File: src/rtl/uc_pkg.sv
// Shared definitions for the multicycle RISC-V control unit:
// FSM state encoding, the decoded opcode set, register-file write-source
// codes and trap cause codes.
package uc_pkg;

  typedef enum logic [3:0] {
    S_IDLE,
    S_FETCH,
    S_DECODE,
    S_EXEC_R,
    S_EXEC_I,
    S_EXEC_LUI,
    S_EXEC_ADDR,
    S_MEM_RD,
    S_MEM_WR,
    S_EXEC_BR,
    S_EXEC_JAL,
    S_WRITE_BACK,
    S_TRAP
  } state_t;

  localparam logic [6:0] OP_R      = 7'b0110011;
  localparam logic [6:0] OP_I      = 7'b0010011;
  localparam logic [6:0] OP_LOAD   = 7'b0000011;
  localparam logic [6:0] OP_STORE  = 7'b0100011;
  localparam logic [6:0] OP_BRANCH = 7'b1100011;
  localparam logic [6:0] OP_JAL    = 7'b1101111;
  localparam logic [6:0] OP_LUI    = 7'b0110111;

  // Register-file write source
  localparam logic [1:0] RF_MEM = 2'b00;
  localparam logic [1:0] RF_ULA = 2'b01;
  localparam logic [1:0] RF_PC4 = 2'b10;
  localparam logic [1:0] RF_IMM = 2'b11;

  // Trap causes
  localparam logic [1:0] CAUSE_NONE    = 2'b00;
  localparam logic [1:0] CAUSE_ILLEGAL = 2'b01;
  localparam logic [1:0] CAUSE_TIMEOUT = 2'b10;

endpackage

File: src/rtl/uc_wait_timer.sv
// Memory wait-cycle counter with timeout detection.
// Ports:
//   clk     - clock
//   clear   - synchronous clear (wins over count)
//   count   - a wait cycle is being spent this cycle
//   expired - this wait cycle is the TIMEOUT-th one
module uc_wait_timer #(
  parameter int unsigned TIMEOUT = 15
) (
  input  logic clk,
  input  logic clear,
  input  logic count,
  output logic expired
);

  localparam int unsigned W = (TIMEOUT > 1) ? $clog2(TIMEOUT) : 1;

  logic [W-1:0] cnt_q, cnt_d;

  always_comb begin
    cnt_d = cnt_q;
    if (clear) begin
      cnt_d = '0;
    end else if (count) begin
      cnt_d = cnt_q + 1'b1;
    end
  end

  always_ff @(posedge clk) begin
    cnt_q <= cnt_d;
  end

  // Counter holds the number of wait cycles already spent; the cycle
  // that would make it TIMEOUT is the last one allowed.
  assign expired = count && (cnt_q == W'(TIMEOUT - 1));

endmodule

File: src/rtl/uc_asm_mc.sv
// Multicycle control unit for the RISC-V datapath (R/I ALU, LOAD, STORE,
// BRANCH, JAL, LUI) with a req/ready memory handshake, bounded memory
// wait, retired-instruction counter and trap on illegal opcode/timeout.
// Ports:
//   clk, reset          - clock, synchronous active-high reset
//   opcode              - IR[6:0]
//   br_taken            - branch condition from the ULA
//   mem_ready           - memory completes the current access
//   mem_req             - memory access request
//   WE_RF, WE_MEM       - register file / data memory write enables
//   RF_din_sel          - register file write source
//   ULA_din2_sel        - second ULA operand select
//   addr_sel            - memory address source (1 = PC)
//   load_pc, load_ir    - PC / IR load enables
//   pc_next_sel         - PC source (always 0)
//   pc_adder_sel        - PC adder offset (1 = immediate)
//   instret             - retired-instruction count
//   trap, trap_cause    - trap status
module uc_asm_mc
  import uc_pkg::*;
#(
  parameter int unsigned TIMEOUT = 15,
  parameter int unsigned CNT_W   = 32
) (
  input  logic             clk,
  input  logic             reset,
  input  logic [6:0]       opcode,
  input  logic             br_taken,
  input  logic             mem_ready,
  output logic             mem_req,
  output logic             WE_RF,
  output logic             WE_MEM,
  output logic [1:0]       RF_din_sel,
  output logic             ULA_din2_sel,
  output logic             addr_sel,
  output logic             load_pc,
  output logic             load_ir,
  output logic             pc_next_sel,
  output logic             pc_adder_sel,
  output logic [CNT_W-1:0] instret,
  output logic             trap,
  output logic [1:0]       trap_cause
);

  state_t           state_q, state_d;
  logic [1:0]       rf_sel_q, rf_sel_d;
  logic [1:0]       cause_q, cause_d;
  logic [CNT_W-1:0] instret_q, instret_d;
  logic             tmr_count, tmr_clear, expired, retire;

  // Counting only while waiting means any completed access or any
  // non-wait state clears the counter, so each entry starts from zero.
  always_comb begin
    tmr_count = (state_q inside {S_FETCH, S_MEM_RD, S_MEM_WR}) && !mem_ready;
    tmr_clear = reset || !tmr_count;
  end

  uc_wait_timer #(.TIMEOUT(TIMEOUT)) u_wait_timer (
    .clk     (clk),
    .clear   (tmr_clear),
    .count   (tmr_count),
    .expired (expired)
  );

  always_comb begin
    state_d  = state_q;
    rf_sel_d = rf_sel_q;
    cause_d  = cause_q;
    retire   = 1'b0;
    case (state_q)
      S_IDLE: state_d = S_FETCH;
      S_FETCH: begin
        if (mem_ready) begin
          state_d = S_DECODE;
        end else if (expired) begin
          state_d = S_TRAP;
          cause_d = CAUSE_TIMEOUT;
        end
      end
      S_DECODE: begin
        case (opcode)
          OP_R:              state_d = S_EXEC_R;
          OP_I:              state_d = S_EXEC_I;
          OP_LOAD, OP_STORE: state_d = S_EXEC_ADDR;
          OP_BRANCH:         state_d = S_EXEC_BR;
          OP_JAL:            state_d = S_EXEC_JAL;
          OP_LUI:            state_d = S_EXEC_LUI;
          default: begin
            state_d = S_TRAP;
            cause_d = CAUSE_ILLEGAL;
          end
        endcase
      end
      S_EXEC_R, S_EXEC_I: begin
        rf_sel_d = RF_ULA;
        state_d  = S_WRITE_BACK;
      end
      S_EXEC_LUI: begin
        rf_sel_d = RF_IMM;
        state_d  = S_WRITE_BACK;
      end
      S_EXEC_ADDR: state_d = (opcode == OP_STORE) ? S_MEM_WR : S_MEM_RD;
      S_MEM_RD: begin
        if (mem_ready) begin
          rf_sel_d = RF_MEM;
          state_d  = S_WRITE_BACK;
        end else if (expired) begin
          state_d = S_TRAP;
          cause_d = CAUSE_TIMEOUT;
        end
      end
      S_MEM_WR: begin
        if (mem_ready) begin
          state_d = S_FETCH;
          retire  = 1'b1;
        end else if (expired) begin
          state_d = S_TRAP;
          cause_d = CAUSE_TIMEOUT;
        end
      end
      S_EXEC_BR, S_EXEC_JAL, S_WRITE_BACK: begin
        state_d = S_FETCH;
        retire  = 1'b1;
      end
      S_TRAP:  state_d = S_TRAP;
      default: state_d = S_IDLE;
    endcase
    instret_d = retire ? instret_q + 1'b1 : instret_q;
  end

  always_ff @(posedge clk) begin
    if (reset) begin
      state_q   <= S_IDLE;
      rf_sel_q  <= RF_MEM;
      cause_q   <= CAUSE_NONE;
      instret_q <= '0;
    end else begin
      state_q   <= state_d;
      rf_sel_q  <= rf_sel_d;
      cause_q   <= cause_d;
      instret_q <= instret_d;
    end
  end

  // Outputs are forced low while reset is asserted so the reset cycle
  // itself reads all-zero, not only the IDLE cycle after it.
  always_comb begin
    mem_req      = 1'b0;
    WE_RF        = 1'b0;
    WE_MEM       = 1'b0;
    RF_din_sel   = RF_MEM;
    ULA_din2_sel = 1'b0;
    addr_sel     = 1'b0;
    load_pc      = 1'b0;
    load_ir      = 1'b0;
    pc_next_sel  = 1'b0;
    pc_adder_sel = 1'b0;
    trap         = 1'b0;
    trap_cause   = CAUSE_NONE;
    instret      = '0;
    if (!reset) begin
      case (state_q)
        S_FETCH: begin
          mem_req  = 1'b1;
          addr_sel = 1'b1;
          load_ir  = mem_ready;
        end
        S_EXEC_R:   RF_din_sel = RF_ULA;
        S_EXEC_I: begin
          RF_din_sel   = RF_ULA;
          ULA_din2_sel = 1'b1;
        end
        S_EXEC_LUI:  RF_din_sel = RF_IMM;
        S_EXEC_ADDR: ULA_din2_sel = 1'b1;
        S_MEM_RD: begin
          mem_req      = 1'b1;
          ULA_din2_sel = 1'b1;
        end
        S_MEM_WR: begin
          mem_req      = 1'b1;
          WE_MEM       = 1'b1;
          ULA_din2_sel = 1'b1;
          load_pc      = mem_ready;
        end
        S_EXEC_BR: begin
          load_pc      = 1'b1;
          pc_adder_sel = br_taken;
        end
        S_EXEC_JAL: begin
          WE_RF        = 1'b1;
          RF_din_sel   = RF_PC4;
          load_pc      = 1'b1;
          pc_adder_sel = 1'b1;
        end
        S_WRITE_BACK: begin
          WE_RF      = 1'b1;
          load_pc    = 1'b1;
          RF_din_sel = rf_sel_q;
        end
        S_TRAP:  trap = 1'b1;
        default: ;
      endcase
      trap_cause = cause_q;
      instret    = instret_q;
    end
  end

endmodule

File: config.mk
export PLATFORM = sky130hd
export DESIGN_NAME = uc_asm_mc
export DESIGN_NICKNAME = d
export VERILOG_FILES = /design/src/rtl/uc_pkg.sv /design/src/rtl/uc_wait_timer.sv /design/src/rtl/uc_asm_mc.sv
export SDC_FILE = /design/constraint.sdc
export NUM_CORES = 1
export LEC_CHECK = 0
export CAP_MARGIN = 20
export CORE_MARGIN = 2
export CORE_UTILIZATION = 29
export DETAILED_ROUTE_END_ITERATION = 6
export GPL_TIMING_DRIVEN = 0
export SLEW_MARGIN = 20
export SYNTH_ARGS = -nofsm -noshare
export SYNTH_HDL_FRONTEND = slang
export SYNTH_SLANG_ARGS = --single-unit
File: constraint.sdc
create_clock -name clk -period 4.7 [get_ports clk]
set_clock_uncertainty 0.15 [all_clocks]
set_input_delay 0.705 -clock clk [delete_from_list [all_inputs] [get_ports clk]]
set_output_delay 0.705 -clock clk [all_outputs]
set_load 0.05 [all_outputs]
======== Word-level counts from Yosys, hierarchy flattened ========
Cells that the tools add are included.
operators by class
  reduce and logical (&&, ||, !) cells .... 20
  add/subtract/negate cells ............... 2
  eq/ne operators ......................... 24
  mux-type cells .......................... 37
operators by type and width
  operator                 count
  $add A32 B1 Y32 const B  1
  $mux W32                 1
  $pmux W4 S8              1
  $eq A4 B4 Y1 const B     6
  $pmux W4 S6              1
  $eq A7 B6 Y1 const B     3
  $mux W4                  5
  $mux W1                  17
  $eq A4 B3 Y1 const B     4
  $eq A7 B7 Y1 const B     2
  $mux W2                  6
  $reduce_or A3 Y1         3
  $eq A4 B2 Y1 const B     2
  $pmux W2 S4              1
  $reduce_or A4 Y1         2
  $eq A7 B2 Y1 const B     1
  $eq A7 B5 Y1 const B     1
  $reduce_or A7 Y1         1
  $ne A2 B2 Y1 const B     3
  $pmux W1 S2              3
  $pmux W2 S3              1
  $reduce_bool A3 Y1       2
  $reduce_or A2 Y1         3
  $add A4 B1 Y4 const B    1
  10 further kinds         12
word-level totals
  logic and storage cells ................. 88
  bits in registers ....................... 44
  input bits .............................. 11
  output and inout bits ................... 46

======== Longest topological paths before layout ========
Gate-level depths: netlist (run 1).
  depth after elaboration ................. 7
  mapped depth ............................ 7
  mapped depth without buffers ............ 6

======== By module ========
From an unflattened synthesis (run 1), not the netlist that was laid out.
second synthesis, totals
  cell total of the unflattened synthesis .. 355
  area total of the unflattened synthesis .. 2,745.1 um2
by module, submodules not included
  module         sequential area each (um2)  area an instance (um2)  cells each  instances
  uc_asm_mc      800.8                       2,532.4                 335         1
  uc_wait_timer  80.1                        212.7                   20          1

======== Worst setup path before layout (run 1) ========
No wires, ideal clock.
  kind .................................... input port to output port
  start ................................... input port reset
  end ..................................... output port load_ir
  path slack .............................. 766 ps
  data arrival time ....................... 3,079 ps
  required time ........................... 3,845 ps
  stages .................................. 3
  buffers on the path ..................... 1
  path through ............................ clkbuf_1 nor4_1 and2_1
on the way
  cells in the longest elaborated chain, start to end .. 1
ends and longest elaborated chain
  element             line              RTL
  start: declaration  uc_asm_mc.sv:26   input logic reset,
  $mux W1             uc_asm_mc.sv:161  if (!reset) begin
  end: declaration    uc_asm_mc.sv:37   output logic load_ir,
Every way passes these cells.

======== Worst setup path in the final report (run 1) ========
  start ................................... input port reset
  end ..................................... output port mem_req
on the way
  cells in the longest elaborated chain, start to end .. 1
ends and longest elaborated chain
  element           line              RTL
  $mux W1           uc_asm_mc.sv:161
  end: declaration  uc_asm_mc.sv:30   output logic mem_req,
Every way passes these cells.

==> run_results.csv, run 1 <==
group,metric,value,unit
outcome,outcome,"complete, no violations",
floorplanning,num_io_pins,57,
floorplanning,dieArea,0.01063,sq mm
floorplanning,fp.dieW,103.1,um
power,leakage,1.240,nW
synthesis,ys_seq_elements,44,
power,ir_worst_vdd,0.1559,mV
worst_setup_path,worstRegToRegCells,5,
global_routing,grt_pass1_wl,12770,um
layout,diodes,0,
drt,postRouteAntennaNets,0,
drt,avgViaCountPerCell,5.121,
sta,worst_pin_slew,0.7022,ns
worst_setup_path,crit_type,"primary input to output port",
worst_setup_path,setup.worst_path.end_class,"output port",
global_routing,track_usage,0.1499,
floorplanning,start_util,0.2956,
layout,multiInputGateArea,0.001794,sq mm
placed_design,preCtsSetupSlack,0.1339,ns
global_routing,grt_max_degree,13,
power,power_density,334.7,mW/mm^2
sta,post-route-period-util,0.9344,
sta,setup_ws,0.3083,ns
floorplanning,rows,36,
placed_design,placed_cell_area,0.003566,sq mm
sta,drv_slew,0,
worst_setup_path,cp.arrival,3.54,ns
clock_network,cts_tree,"done",
drt,wl_per_cell,13.59,um
layout,layout.nets,443,
sta,setup_tns,0,ns
global_routing,grt_pass1_vias,2759,
clock_network,clkTransAtPathRegs,0.09,ns
layout,fill_cells,1036,
synthesis,synth_fp_nets,381,
synthesis,syn_area,0.002849,sq mm
sta,max_freq,227.7,MHz
sta,period_needed,4.392,ns
layout,syn_to_final_growth,28.37,%
layout,drive_above_1_share,0.08140,
floorplanning,core_area,0.009639,sq mm
worst_setup_path,cp_max_fo,10,
clock_network,cts_root_buf,"clkbuf_8",
synthesis,synth_cells,367,
clock_network,clock_latency,0.30,ns
clock_network,numCtsBuffers,5,
worst_setup_path,crit_required,3.85,ns
clock_network,cts_max_path_buffers,2,
flow_run,maxCapViolCount,0,
drt,drt_iter0_drc,117,
sta,slew_headroom,0.5282,
global_routing,antenna_found_initial,0,
worst_setup_path,critPathLaunchType,"primary input",
drt,drc,0,
clock_network,cts.sinks,44,
placed_design,io_buffer_count,55,
clock_network,post_cts_buffers,0,
placed_design,hpwl,5841,um
synthesis,ys_seq_area_frac,0.3092,
clock_network,cts.htree.levels,2,
synthesis,yosysWarnings,0,
drt,dr.pass1.iters,5,
sta,hold_violations,0,
synthesis,synth-async-reset-ratio,0,
drt,vias,2883,
placed_design,place.gp.congestion,0.8768,
sta,setup_viol,0,
drt,wl,7650,um
synthesis,synth_edf_count,0,
layout,seqCellArea,880.8,sq um
floorplanning,die_h,103.1,um
min_path,whs_path_depth,1,
layout,final_area,0.003657,sq mm
synthesis,avgSynthCellArea,7.763,sq um
synthesis,synth.distinct_cells,58,
sta,rsz0062_at_grt,"false",
global_routing,overflow,0,
min_path,hold_class,"register to register",
synthesis,ys.flop_type,"dfxtp_1",
==> where the power goes <==
part	internal [mW]	switching, mW
clock network	0.120	0.132
registers	0.405	0.0200
logic	0.195	0.352
==> layout by cell type (no fill, tap or decap), types with 4 or more instances in the layout <==
master	Yosys	routed
nand2_1	27	27
a21oi_1	19	19
inv_1	10	10
nor3_1	17	17
buf_4	4	4
buf_2	4	4
dfxtp_1	44	44
and4_1	5	5
or3_1	6	6
mux2_1	5	5
o31ai_1	5	5
nand4_1	14	14
nor2_1	45	45
o21ai_0	13	13
clkdlybuf4s50_1	0	55
nor2b_1	35	35
xor2_1	4	4
clkbuf_1	9	11
nor4_1	7	7
mux2_2	6	6
xnor2_1	7	7
nand2b_1	5	5
or4_1	9	9
buf_1	5	4
nand3_1	11	11
clkbuf_8	0	6
==> metal layers <==
metal	part of all wire	vias to the layer above	track usage	routed length, um
li1	-	1446	-	-
met1	0.47	1353	0.1975	3592
met2	0.47	76	0.2468	3610
met3	0.046	8	0.02983	354
met4	0.012	0	0.04656	93
met5	0	-	0	0
==> metrics by stage <==
stage / hold slack [ns] / total power [mW] / utilization / std cells
after floorplan: 0.2797 / 0.8335 / - / 367
after global placement: 0.2969 / 0.9740 / 0.3699 / 555
after detailed placement: 0.2983 / 0.9760 / 0.3699 / 555
after CTS: 0.3193 / 1.226 / 0.3793 / 563
after global routing: 0.3369 / 1.307 / 0.3794 / 563
final: 0.3181 / 1.224 / 0.3794 / 563
==> layout make-up <==
| cell class | instances | area share |
|---|---|---|
| plain buffers | 25 | 0.03763 |
| clock buffers | 8 | 0.02463 |
| inverters | 10 | 0.01026 |
| multi-input cells | 288 | 0.4906 |
| flip-flops and latches | 44 | 0.2408 |
| well taps | 133 | 0.04550 |
| repair buffers | 55 | 0.1505 |
==> kinds of logic (layout without fill, tap and decap cells) <==
| family | after synthesis | count (layout) | synth area share |
|---|---|---|---|
| xor gates and xnor gates | 11 | 11 | 0.03382 |
| DFF | 44 | 44 | 0.3092 |
| buffers and inverters | 35 | 98 | 0.06105 |
| muxes | 11 | 11 | 0.04348 |
| adders and majority gates | 3 | 3 | 0.01318 |
| AOI/OAI and AO/OA | 60 | 60 | 0.1397 |
| and+or+nand+nor | 202 | 202 | 0.3983 |
| other | 1 | 1 | 0.001316 |
==> worst max-delay path: stages <==
cell,delay (ns)
clkdlybuf4s50_1,0.62
clkbuf_1,0.51
clkbuf_2,0.36
buf_1,0.46
nor2_1,0.14
clkdlybuf4s50_1,0.73
==> path summary, 6_finish.rpt <==
path | from | endpoint | slack (ns)
setup / recovery | reset | mem_req | 0.31
hold / removal | u_wait_timer.cnt_q[0] | u_wait_timer.cnt_q[0] | 0.32
setup reg to reg | instret_q[0] | instret_q[30] | 2.53
hold reg to reg | u_wait_timer.cnt_q[0] | u_wait_timer.cnt_q[0] | 0.32
==> synthesized netlist by cell type, types with 2 or more instances <==
library cell,instances,share of area
nand4_1,14,0.031
a211o_1,2,0.0061
and2_1,3,0.0066
nor2b_1,35,0.077
nand4_2,2,0.0088
buf_1,5,0.0066
a31oi_1,3,0.0066
clkbuf_1,9,0.012
buf_2,4,0.0070
o21ai_0,13,0.023
xor2_1,4,0.012
or3_1,6,0.013
a2bb2oi_1,2,0.0061
xnor2_1,7,0.022
and3_1,3,0.0066
and4_1,5,0.015
nand2b_1,5,0.011
a21oi_1,19,0.033
nand3_1,11,0.019
o31ai_1,5,0.013
and4b_1,2,0.0070
dfxtp_1,44,0.31
nand2_1,27,0.036
buf_4,4,0.011
nor3b_1,2,0.0053
o2bb2ai_1,2,0.0061
ha_1,3,0.013
buf_6,3,0.012
mux2_2,6,0.024
a41oi_1,2,0.0061
inv_1,10,0.013
nor3_1,17,0.030
mux2_1,5,0.020
or4_1,9,0.024
nor4_1,7,0.015
nor2_1,45,0.059
==> state kept, by name (all words and copies together), names as in the netlist <==
register            flops
cause_q                 2
u_wait_timer.cnt_q      4
instret_q              32
state_q                 4
rf_sel_q                2
==> repair_timing <==
action | in CTS | in global routing
endpoints found under the setup margin | 0 | 1
hold buffers | 0 | 0
resized for setup | 0 | 1
Power figures use the tool's default switching activity.
==> inputs of run 2 (changes only) <==
--- a/config.mk
+++ b/config.mk
@@ -7,10 +7,13 @@
 export LEC_CHECK = 0
 export CAP_MARGIN = 20
 export CORE_MARGIN = 2
-export CORE_UTILIZATION = 29
+export CORE_UTILIZATION = 56
+export CTS_CLUSTER_DIAMETER = 30
 export DETAILED_ROUTE_END_ITERATION = 6
 export GPL_TIMING_DRIVEN = 0
+export PLACE_DENSITY = 0.86
 export SLEW_MARGIN = 20
 export SYNTH_ARGS = -nofsm -noshare
 export SYNTH_HDL_FRONTEND = slang
 export SYNTH_SLANG_ARGS = --single-unit
+export TNS_END_PERCENT = 50
==> run_results.csv, run 2 (synthesized netlist as in run 1, its figures left out) <==
group,metric,value,unit
sta,worst_pin_slew,0.7445,ns
clock_network,hold_buffers,0,
sta,max_freq,219.2,MHz
sta,slew_headroom,0.4998,
layout,layout_common_cells,"clkdlybuf4s50_1 (55), nor2_1 (45), dfxtp_1 (44)",
drt,wl,7668,um
sta,rsz0062_at_grt,"false",
worst_setup_path,crit_chain,"clkdlybuf4s50_1, clkbuf_1, buf_1, buf_1, nor2_1, clkdlybuf4s50_1",
drt,avgViaCountPerCell,6.026,
layout,final_common_cell,"clkdlybuf4s50_1",
layout,layout.nets,443,
floorplanning,core_area,0.004817,sq mm
floorplanning,die_h,75.33,um
worst_setup_path,cp_slowest_cell,"clkdlybuf4s50_1",
placed_design,io_buffer_count,55,
layout,syn_to_final_growth,26.53,%
clock_network,post_cts_buffers,0,
sta,post-route-period-util,0.9708,
drt,vias,2995,
clock_network,cts_root_buf,"clkbuf_8",
floorplanning,fp.dieW,75.33,um
clock_network,numCtsBuffers,5,
drt,drt_iter0_drc,214,
placed_design,hpwl,5772,um
sta,setup_tns,0,ns
worst_setup_path,cp.arrival,3.71,ns
worst_setup_path,cpPeakStageDelay,0.72,ns
placed_design,place.gp.congestion,0.9169,
sta,period_needed,4.563,ns
global_routing,grt_max_degree,15,
sta,setup_viol,0,
worst_setup_path,crit_type,"primary input to output port",
drt,wl_per_cell,15.43,um
clock_network,cts.sinks,44,
worst_setup_path,cp_max_fo,10,
layout,top_register,"instret_q",
sta,drv_slew,0,
global_routing,track_usage,0.2830,
global_routing,grt_pass1_wl,12530,um
global_routing,overflow,0,
worst_setup_path,reg2reg_slack,2.51,ns
clock_network,post_cts_resize_count,0,
drt,dr.pass1.iters,5,
power,ir_worst_vdd,0.2563,mV
floorplanning,rows,25,
worst_setup_path,setup.worst_path.end_class,"output port",
clock_network,cts_tree,"done",
power,leakage,1.253,nW
layout,drive_above_1_share,0.08372,
layout,reg_top3,"instret_q (32), state_q (4), u_wait_timer.cnt_q (4)",
layout,diodes,0,
floorplanning,start_util,0.5914,
worst_setup_path,critPathLaunchType,"primary input",
outcome,outcome,"complete, no violations",
drt,drc,0,
drt,postRouteAntennaNets,0,
layout,largest_reg_flops,32,
worst_setup_path,crit_required,3.85,ns
clock_network,cts.htree.levels,2,
floorplanning,num_io_pins,57,
worst_setup_path,path_delay_family,"buffers and inverters",
clock_network,clock_latency,0.30,ns
clock_network,cts_max_path_buffers,2,
floorplanning,dieArea,0.005674,sq mm
min_path,hold_class,"register to register",
clock_network,clkTransAtPathRegs,0.09,ns
flow_run,maxCapViolCount,0,
sta,hold_slack,0.3303,ns
global_routing,antenna_found_initial,0,
sta,hold_violations,0,
global_routing,grt_pass1_vias,2745,
power,power_density,358.0,mW/mm^2
worst_setup_path,path_buf_inv,5,
[run 2: stage by stage]
step	setup WS (ns)	power (mW)	instance area, sq um	utilization	cells
global placement	0.2179	0.9650	3483	0.7231	489
CTS	0.2050	1.282	3605	0.7483	497
global route	0.02064	1.360	3605	0.7483	497
floorplan	0.7661	0.8335	2849	-	367
detailed placement	0.2136	0.9762	3483	0.7231	489
finish	0.1371	1.290	3605	0.7483	497
[run 2: worst reg2reg max path: cells and delay by family, from the launching register on]
family	cells	cell delay [ns]
AND/OR/NAND/NOR	3	0.88
flip-flops	1	0.45
multiplexers	1	0.36
adder cells (fa/ha/maj)	1	0.23
[run 2: final timing paths]
check	startpoint	cells after the start	to
max	reset	6	ULA_din2_sel
min	u_wait_timer.cnt_q[0]	1	u_wait_timer.cnt_q[0]
max reg2reg	instret_q[0]	5	instret_q[30]
min reg2reg	u_wait_timer.cnt_q[0]	1	u_wait_timer.cnt_q[0]
[run 2: cell type report]
cell class	instances	area [sq um]
multi-input cells	288	1794
fillers	394	1212
flip-flops and latches	44	880.8
repair buffers	55	550.5
plain buffers	25	136.4
well taps	67	83.83
clock buffers	6	82.58
clock inverters	2	38.79
inverters	10	37.54
[run 2: power by group]
part / internal (mW) / switching, mW / total, mW / leakage [nW]
logic: 0.195 / 0.360 / 0.555 / 0.836
registers: 0.405 / 0.0223 / 0.427 / 0.355
clock network: 0.174 / 0.134 / 0.308 / 0.0614
total: 0.773 / 0.517 / 1.29 / 1.25
[run 2: per-layer routing]
layer,up-vias,GRT usage,share of wire
met5,-,0,0
li1,1440,-,-
met3,17,0.03836,0.069
met2,142,0.4705,0.49
met4,0,0.1170,0.024
met1,1396,0.3705,0.42
